==> config.mk <==
export PLATFORM = sky130hd
export DESIGN_NAME = ex_ctrl_flat
export DESIGN_NICKNAME = d
export VERILOG_FILES = /design/src/rtl/ex_ctrl_pkg.sv /design/src/rtl/ex_ctrl_if.sv /design/src/rtl/ex_ctrl_br_cond.sv /design/src/rtl/ex_ctrl.sv /design/src/flat_wrapper.sv
export SDC_FILE = /design/constraint.sdc
export NUM_CORES = 1
export LEC_CHECK = 0
export BUFFER_PORTS_ARGS = -buffer_cell sky130_fd_sc_hd__buf_4
export CAP_MARGIN = 10
export CORE_MARGIN = 5
export CORE_UTILIZATION = 53
export DETAILED_ROUTE_END_ITERATION = 12
export PLACE_DENSITY = 0.81
export SETUP_SLACK_MARGIN = 0.02
export SLEW_MARGIN = 20
export SYNTH_ARGS = -nofsm -noshare
export SYNTH_HDL_FRONTEND = slang
export SYNTH_SLANG_ARGS = --single-unit
==> constraint.sdc <==
create_clock -name clk -period 3.2 [get_ports clk]
set_input_delay 0.48 -clock clk [delete_from_list [all_inputs] [get_ports clk]]
set_output_delay 0.48 -clock clk [all_outputs]
set_load 0.005 [all_outputs]
==> src/rtl/ex_ctrl_pkg.sv <==
// Shared encodings for the execute-stage controller and the fetch-stage
// branch predictor: opcodes, branch condition codes, flag bit positions, FSM states.
package ex_ctrl_pkg;

  localparam logic [3:0] OP_ADD    = 4'b0000;
  localparam logic [3:0] OP_PADDSB = 4'b0001;
  localparam logic [3:0] OP_SUB    = 4'b0010;
  localparam logic [3:0] OP_AND    = 4'b0011;
  localparam logic [3:0] OP_NOR    = 4'b0100;
  localparam logic [3:0] OP_SLL    = 4'b0101;
  localparam logic [3:0] OP_SRL    = 4'b0110;
  localparam logic [3:0] OP_SRA    = 4'b0111;
  localparam logic [3:0] OP_LW     = 4'b1000;
  localparam logic [3:0] OP_SW     = 4'b1001;
  localparam logic [3:0] OP_LHB    = 4'b1010;
  localparam logic [3:0] OP_LLB    = 4'b1011;
  localparam logic [3:0] OP_B      = 4'b1100;
  localparam logic [3:0] OP_CALL   = 4'b1101;
  localparam logic [3:0] OP_RET    = 4'b1110;
  localparam logic [3:0] OP_HLT    = 4'b1111;

  localparam logic [2:0] CC_NE  = 3'b000;
  localparam logic [2:0] CC_EQ  = 3'b001;
  localparam logic [2:0] CC_GT  = 3'b010;
  localparam logic [2:0] CC_LT  = 3'b011;
  localparam logic [2:0] CC_GTE = 3'b100;
  localparam logic [2:0] CC_LTE = 3'b101;
  localparam logic [2:0] CC_OVF = 3'b110;
  localparam logic [2:0] CC_ALW = 3'b111;

  localparam int FLG_N = 2;
  localparam int FLG_V = 1;
  localparam int FLG_Z = 0;

  typedef enum logic {
    ST_RUN  = 1'b0,
    ST_HALT = 1'b1
  } state_t;

endpackage

==> src/rtl/ex_ctrl_if.sv <==
// ID/EX-side bus of the execute controller. The master drives the decoded
// instruction and pipeline control; the slave (ex_ctrl) returns ALU control,
// flags, branch redirect and status.
interface ex_ctrl_if #(parameter int CNT_W = 16);
  logic             valid_in;
  logic [3:0]       opcode_in;
  logic [2:0]       cond_in;
  logic             stall;
  logic             flush;
  logic [2:0]       alu_flags;
  logic [3:0]       alu_op;
  logic             ex_valid;
  logic [2:0]       flags_q;
  logic             branch_taken;
  logic             halted;
  logic [CNT_W-1:0] retired;

  modport master (
    output valid_in, opcode_in, cond_in, stall, flush, alu_flags,
    input  alu_op, ex_valid, flags_q, branch_taken, halted, retired
  );

  modport slave (
    input  valid_in, opcode_in, cond_in, stall, flush, alu_flags,
    output alu_op, ex_valid, flags_q, branch_taken, halted, retired
  );
endinterface

==> src/rtl/ex_ctrl_br_cond.sv <==
// Branch condition evaluator on a {N,V,Z} flag vector; purely combinational
// so the fetch-stage predictor can share it.
module br_cond
  import ex_ctrl_pkg::*;
(
  input  logic [2:0] cond,
  input  logic [2:0] flags,
  output logic       take
);

  // Decode the condition field against the current flags
  always_comb begin
    take = 1'b0;
    case (cond)
      CC_NE:   take = ~flags[FLG_Z];
      CC_EQ:   take =  flags[FLG_Z];
      CC_GT:   take = ~flags[FLG_Z] & ~flags[FLG_N];
      CC_LT:   take =  flags[FLG_N];
      CC_GTE:  take =  flags[FLG_Z] | ~flags[FLG_N];
      CC_LTE:  take =  flags[FLG_N] |  flags[FLG_Z];
      CC_OVF:  take =  flags[FLG_V];
      default: take = 1'b1;
    endcase
  end

endmodule

==> src/rtl/ex_ctrl.sv <==
// Execute-stage controller: ID/EX control register, ALUop drive, {N,V,Z}
// flag register, branch resolution, HLT sequencing and retire counter.
module ex_ctrl
  import ex_ctrl_pkg::*;
#(
  parameter int CNT_W = 16
) (
  input logic         clk,
  input logic         rst,
  ex_ctrl_if.slave    bus
);

  state_t           state_q, state_d;
  logic             ex_vld_q;
  logic [3:0]       ex_op_q;
  logic [2:0]       ex_cc_q;
  logic [2:0]       flag_q, flag_d;
  logic [CNT_W-1:0] cnt_q, cnt_d;
  logic             retire;
  logic             cond_take;
  logic             halted;
  logic [3:0]       alu_op;
  logic             branch_taken;
  logic             ex_load;

  // A live EX instruction retires unless it is being held by a bare stall
  assign retire  = ex_vld_q & (~bus.stall | bus.flush) & (state_q == ST_RUN);
  // Opcode/cond only matter while valid, so they load whenever the slot advances
  assign ex_load = (state_d == ST_RUN) & ~bus.flush & ~bus.stall;

  br_cond u_br_cond (
    .cond  (ex_cc_q),
    .flags (flag_q),
    .take  (cond_take)
  );

  // FSM state register
  always_ff @(posedge clk) begin
    if (rst) state_q <= ST_RUN;
    else     state_q <= state_d;
  end

  // FSM next state: a retiring HLT parks the controller until reset
  always_comb begin
    state_d = state_q;
    if (state_q == ST_RUN && retire && ex_op_q == OP_HLT) state_d = ST_HALT;
  end

  // FSM outputs and EX-driven combinational controls
  always_comb begin
    halted       = (state_q == ST_HALT);
    alu_op       = 4'b0000;
    branch_taken = 1'b0;
    if (ex_vld_q) begin
      if (ex_op_q < OP_B) alu_op = ex_op_q;
      branch_taken = ((ex_op_q == OP_B) & cond_take) |
                     (ex_op_q == OP_CALL) | (ex_op_q == OP_RET);
    end
  end

  // EX valid bit: bubble on halt or flush, hold on stall, else take ID
  always_ff @(posedge clk) begin
    if (rst)                                  ex_vld_q <= 1'b0;
    else if (state_d == ST_HALT || bus.flush) ex_vld_q <= 1'b0;
    else if (!bus.stall)                      ex_vld_q <= bus.valid_in;
  end

  // EX opcode/condition payload (no reset; qualified by ex_vld_q)
  always_ff @(posedge clk) begin
    if (ex_load) begin
      ex_op_q <= bus.opcode_in;
      ex_cc_q <= bus.cond_in;
    end
  end

  // Flag merge by opcode class, only on the retire edge
  always_comb begin
    flag_d = flag_q;
    if (retire) begin
      case (ex_op_q)
        OP_ADD, OP_SUB: flag_d = bus.alu_flags;
        OP_AND, OP_NOR, OP_SLL, OP_SRL, OP_SRA:
          flag_d[FLG_Z] = bus.alu_flags[FLG_Z];
        default: flag_d = flag_q;
      endcase
    end
  end

  // Retired-instruction count, wrapping naturally at 2^CNT_W
  always_comb begin
    cnt_d = retire ? cnt_q + 1'b1 : cnt_q;
  end

  // Architectural flag and counter registers
  always_ff @(posedge clk) begin
    if (rst) begin
      flag_q <= 3'b000;
      cnt_q  <= '0;
    end else begin
      flag_q <= flag_d;
      cnt_q  <= cnt_d;
    end
  end

  assign bus.alu_op       = alu_op;
  assign bus.ex_valid     = ex_vld_q;
  assign bus.flags_q      = flag_q;
  assign bus.branch_taken = branch_taken;
  assign bus.halted       = halted;
  assign bus.retired      = cnt_q;

endmodule

==> src/flat_wrapper.sv <==
// flat-port wrapper written by rule: the top's interface ports become plain ports
module ex_ctrl_flat import ex_ctrl_pkg::*;
#(
  parameter int CNT_W = 16
)
  (clk, rst, bus_valid_in, bus_opcode_in, bus_cond_in, bus_stall, bus_flush, bus_alu_flags, bus_alu_op, bus_ex_valid, bus_flags_q, bus_branch_taken, bus_halted, bus_retired);
  ex_ctrl_if #(.CNT_W(CNT_W)) bus_i ();
  input logic clk;
  input logic rst;
  input wire logic [$bits(bus_i.valid_in)-1:0] bus_valid_in;
  input wire logic [$bits(bus_i.opcode_in)-1:0] bus_opcode_in;
  input wire logic [$bits(bus_i.cond_in)-1:0] bus_cond_in;
  input wire logic [$bits(bus_i.stall)-1:0] bus_stall;
  input wire logic [$bits(bus_i.flush)-1:0] bus_flush;
  input wire logic [$bits(bus_i.alu_flags)-1:0] bus_alu_flags;
  output wire logic [$bits(bus_i.alu_op)-1:0] bus_alu_op;
  output wire logic [$bits(bus_i.ex_valid)-1:0] bus_ex_valid;
  output wire logic [$bits(bus_i.flags_q)-1:0] bus_flags_q;
  output wire logic [$bits(bus_i.branch_taken)-1:0] bus_branch_taken;
  output wire logic [$bits(bus_i.halted)-1:0] bus_halted;
  output wire logic [$bits(bus_i.retired)-1:0] bus_retired;
  assign bus_i.valid_in = bus_valid_in;
  assign bus_i.opcode_in = bus_opcode_in;
  assign bus_i.cond_in = bus_cond_in;
  assign bus_i.stall = bus_stall;
  assign bus_i.flush = bus_flush;
  assign bus_i.alu_flags = bus_alu_flags;
  assign bus_alu_op = bus_i.alu_op;
  assign bus_ex_valid = bus_i.ex_valid;
  assign bus_flags_q = bus_i.flags_q;
  assign bus_branch_taken = bus_i.branch_taken;
  assign bus_halted = bus_i.halted;
  assign bus_retired = bus_i.retired;
  ex_ctrl #(.CNT_W(CNT_W)) u_core (.clk(clk), .rst(rst), .bus(bus_i));
endmodule
==> metrics <==
status=completed; DRC viols=0; PostCTS Resize Cnt=0; Rel. slew slack=56.8%; Worst Hold Path Cells=1; hold_buf cts=0; syn_nets=155; P&R area growth vs syn=24.1%; reg-to-reg startpoint=u_core.bus.ex_valid; hpwl dp=2120 um; multiplexer share of the synthesized area=3.06%; Die Span X=59.7 um; CTS sink cnt=28; starting density of the core=54.4%; Port-buffer cells=40; routed length per placed instance=13.5 um; Total Wirelength=2790 um; HP Start=bus_opcode_in[1]; fin nets=193; leakage power figure=0.614 nW; largest net degree at the start of global routing=22; number of buffers created by CTS=3; via count of the routed design=1176; initial DRC count=40; Tot Pwr=559 uW; fin crit period=2.14 ns; ys async rst share=0%; P per Cell Area=344 mW/mm2; htree depth=1; combinational family with the most area after synthesis=simple AND/OR/NAND/NOR gates; Hold Path Class=input pin to flop; crit path max fanout=4; grt total ovfl=0; CP endpoint kind=output pin; first-pass GRT wire length=4640 um; area of the mapped netlist=0.00131 mm2; xor/xnor cell area share of the yosys netlist=4.01%; # rows=18; TNS Setup=0 ns; Die Footprint=0.00357 mm2; Final Slew Violations=0; Required @ worst endpoint=2.72 ns; max cap viols=0; compound-gate portion of the synthesized area=13.1%; clock latency on the worst-skew pair=0.33 ns; Antenna Nets Post-Route=0; vias per cell=5.71; Crit Path Class=flop to output pin; CTS tree=done; clock-pin slew on the worst setup and hold paths=0.14 ns; cells on worst reg2reg path=4; reg2reg end=u_core.bus.retired[15]; layout cells sized above 1=28.4%; final std cell area, no fill=0.00163 mm2; core area=0.00241 mm2; TritonRoute pass-1 iters=4; DP Area=0.00160 mm2; Synth Area in Adders=0.955%; n_diodes=0; Worst R2R Setup Slack=1.26 ns; Yosys cell types=36; final hold vios=0; Overall Global Routing Usage=16.8%; initial antenna violation count=0; Post-synth top flop=dfxtp_1; I/O Pins=41; pre-CTS setup slack=1.02 ns; worst hold path endpoint=u_core.ex_op_q[1]; number of flops mapped to enable cells by yosys=7; Routability Congestion=0.809; register bit count reported by yosys=28; RSZ-0062 raised after global routing=false; YS warnings=0; final setup fails=0; Setup Fix Bufs, Post-CTS=0; clk_skew=0.000740 ns; Mean Syn Cell Area=9.42 um2; Post-Synthesis Cells=139; Worst Hold Slack=0.316 ns; Worst VDD drop=0.323 mV; Setup crit start kind=flop; crit path DAT=1.66 ns; most common cell after layout, fill and taps aside=buf_4; most frequent cells in the layout=buf_4, dfxtp_1, nor2_1, a21oi_1, nand2_1; Worst Max-Slew Pin Slew=0.639 ns; Chip Height=59.7 um; vias in the first global route=1133; clk buf depth=2; period utilization=66.8%; post-synthesis simple-gate area fraction=25.9%; number of fill cells=186; sequential share of the synthesized area=48.1%; final worst setup slack=1.06 ns; clock root buffer=clkbuf_4; Peak Freq=468 MHz
-- per-layer routing --
| metal | GRT usage [%] | up-vias | share of wire, % |
|---|---|---|---|
| met2 | 29.2 | 49 | 50 |
| met4 | 7.91 | 0 | 1.6 |
| met3 | 2.81 | 6 | 6.6 |
| met5 | 0 | - | 0 |
| met1 | 20.0 | 538 | 42 |
| li1 | - | 583 | - |
-- worst max-delay path, stage by stage, from the launching register on --
cell	delay, ns
edfxtp_1	0.45
nor2b_1	0.17
a21o_1	0.16
a211o_1	0.28
a31oi_1	0.14
buf_4	0.13
-- cells by family after synthesis --
family / after synthesis
AO/OA/AOI/OAI: 28
multiplexers: 4
flip-flops: 28
AND/OR/NAND/NOR: 61
buffers and inverters: 11
XOR/XNOR: 6
adder cells (fa/ha/maj): 1
-- state kept, by name, indices dropped and copies added (netlist names) --
| name | count |
|---|---|
| u_core.ex_op_q | 4 |
| u_core.bus.retired | 16 |
| u_core.bus.halted | 1 |
| u_core.bus.ex_valid | 1 |
| u_core.bus.flags_q | 3 |
| u_core.ex_cc_q | 3 |
-- per-stage QoR --
| step | cells | utilization [%] |
|---|---|---|
| 2_1_floorplan | 139 | - |
| 3_3_place_gp | 202 | 66.4 |
| 3_5_place_dp | 202 | 66.4 |
| 4_1_cts | 206 | 67.4 |
| 5_1_grt | 206 | 67.4 |
| 6_report | 206 | 67.4 |
-- worst max-delay path by stage --
stage                      start  slack [ns]                     end
6_report       u_core.ex_cc_q[1]        1.06        bus_branch_taken
5_1_grt        u_core.ex_cc_q[1]        0.96        bus_branch_taken
4_1_cts        u_core.ex_cc_q[1]        1.05        bus_branch_taken
3_5_place_dp           bus_flush        1.02       u_core.ex_cc_q[0]
3_3_place_gp           bus_flush        1.08       u_core.ex_cc_q[2]
2_1_floorplan          bus_flush        1.25  u_core.bus.retired[15]
-- Yosys cell counts (5+ instances only) --
master	number	area [um2]
a21oi_1	11	55.1
dfxtp_1	21	420
edfxtp_1	7	210
nand2_1	9	33.8
nor2_1	17	63.8
o21ai_0	5	25.0
o31ai_1	5	37.5
or4_1	5	37.5
xnor2_1	6	52.6
-- report_power, final --
| group | total (mW) | internal, mW | switching [mW] |
|---|---|---|---|
| Sequential | 0.374 | 0.368 | 0.00567 |
| Clock | 0.149 | 0.0489 | 0.100 |
| Combinational | 0.0358 | 0.0196 | 0.0162 |
| Total | 0.559 | 0.437 | 0.122 |
-- final cells by class --
cell class | count | area [um2] | area share (%)
clock buffers | 4 | 26.3 | 1.62
inverters | 4 | 15.0 | 0.924
multi-input cells | 100 | 616 | 37.9
repair buffers | 40 | 300 | 18.5
well taps | 30 | 37.5 | 2.31
flip-flops and latches | 28 | 631 | 38.8
Power figures use the tool's default switching activity.
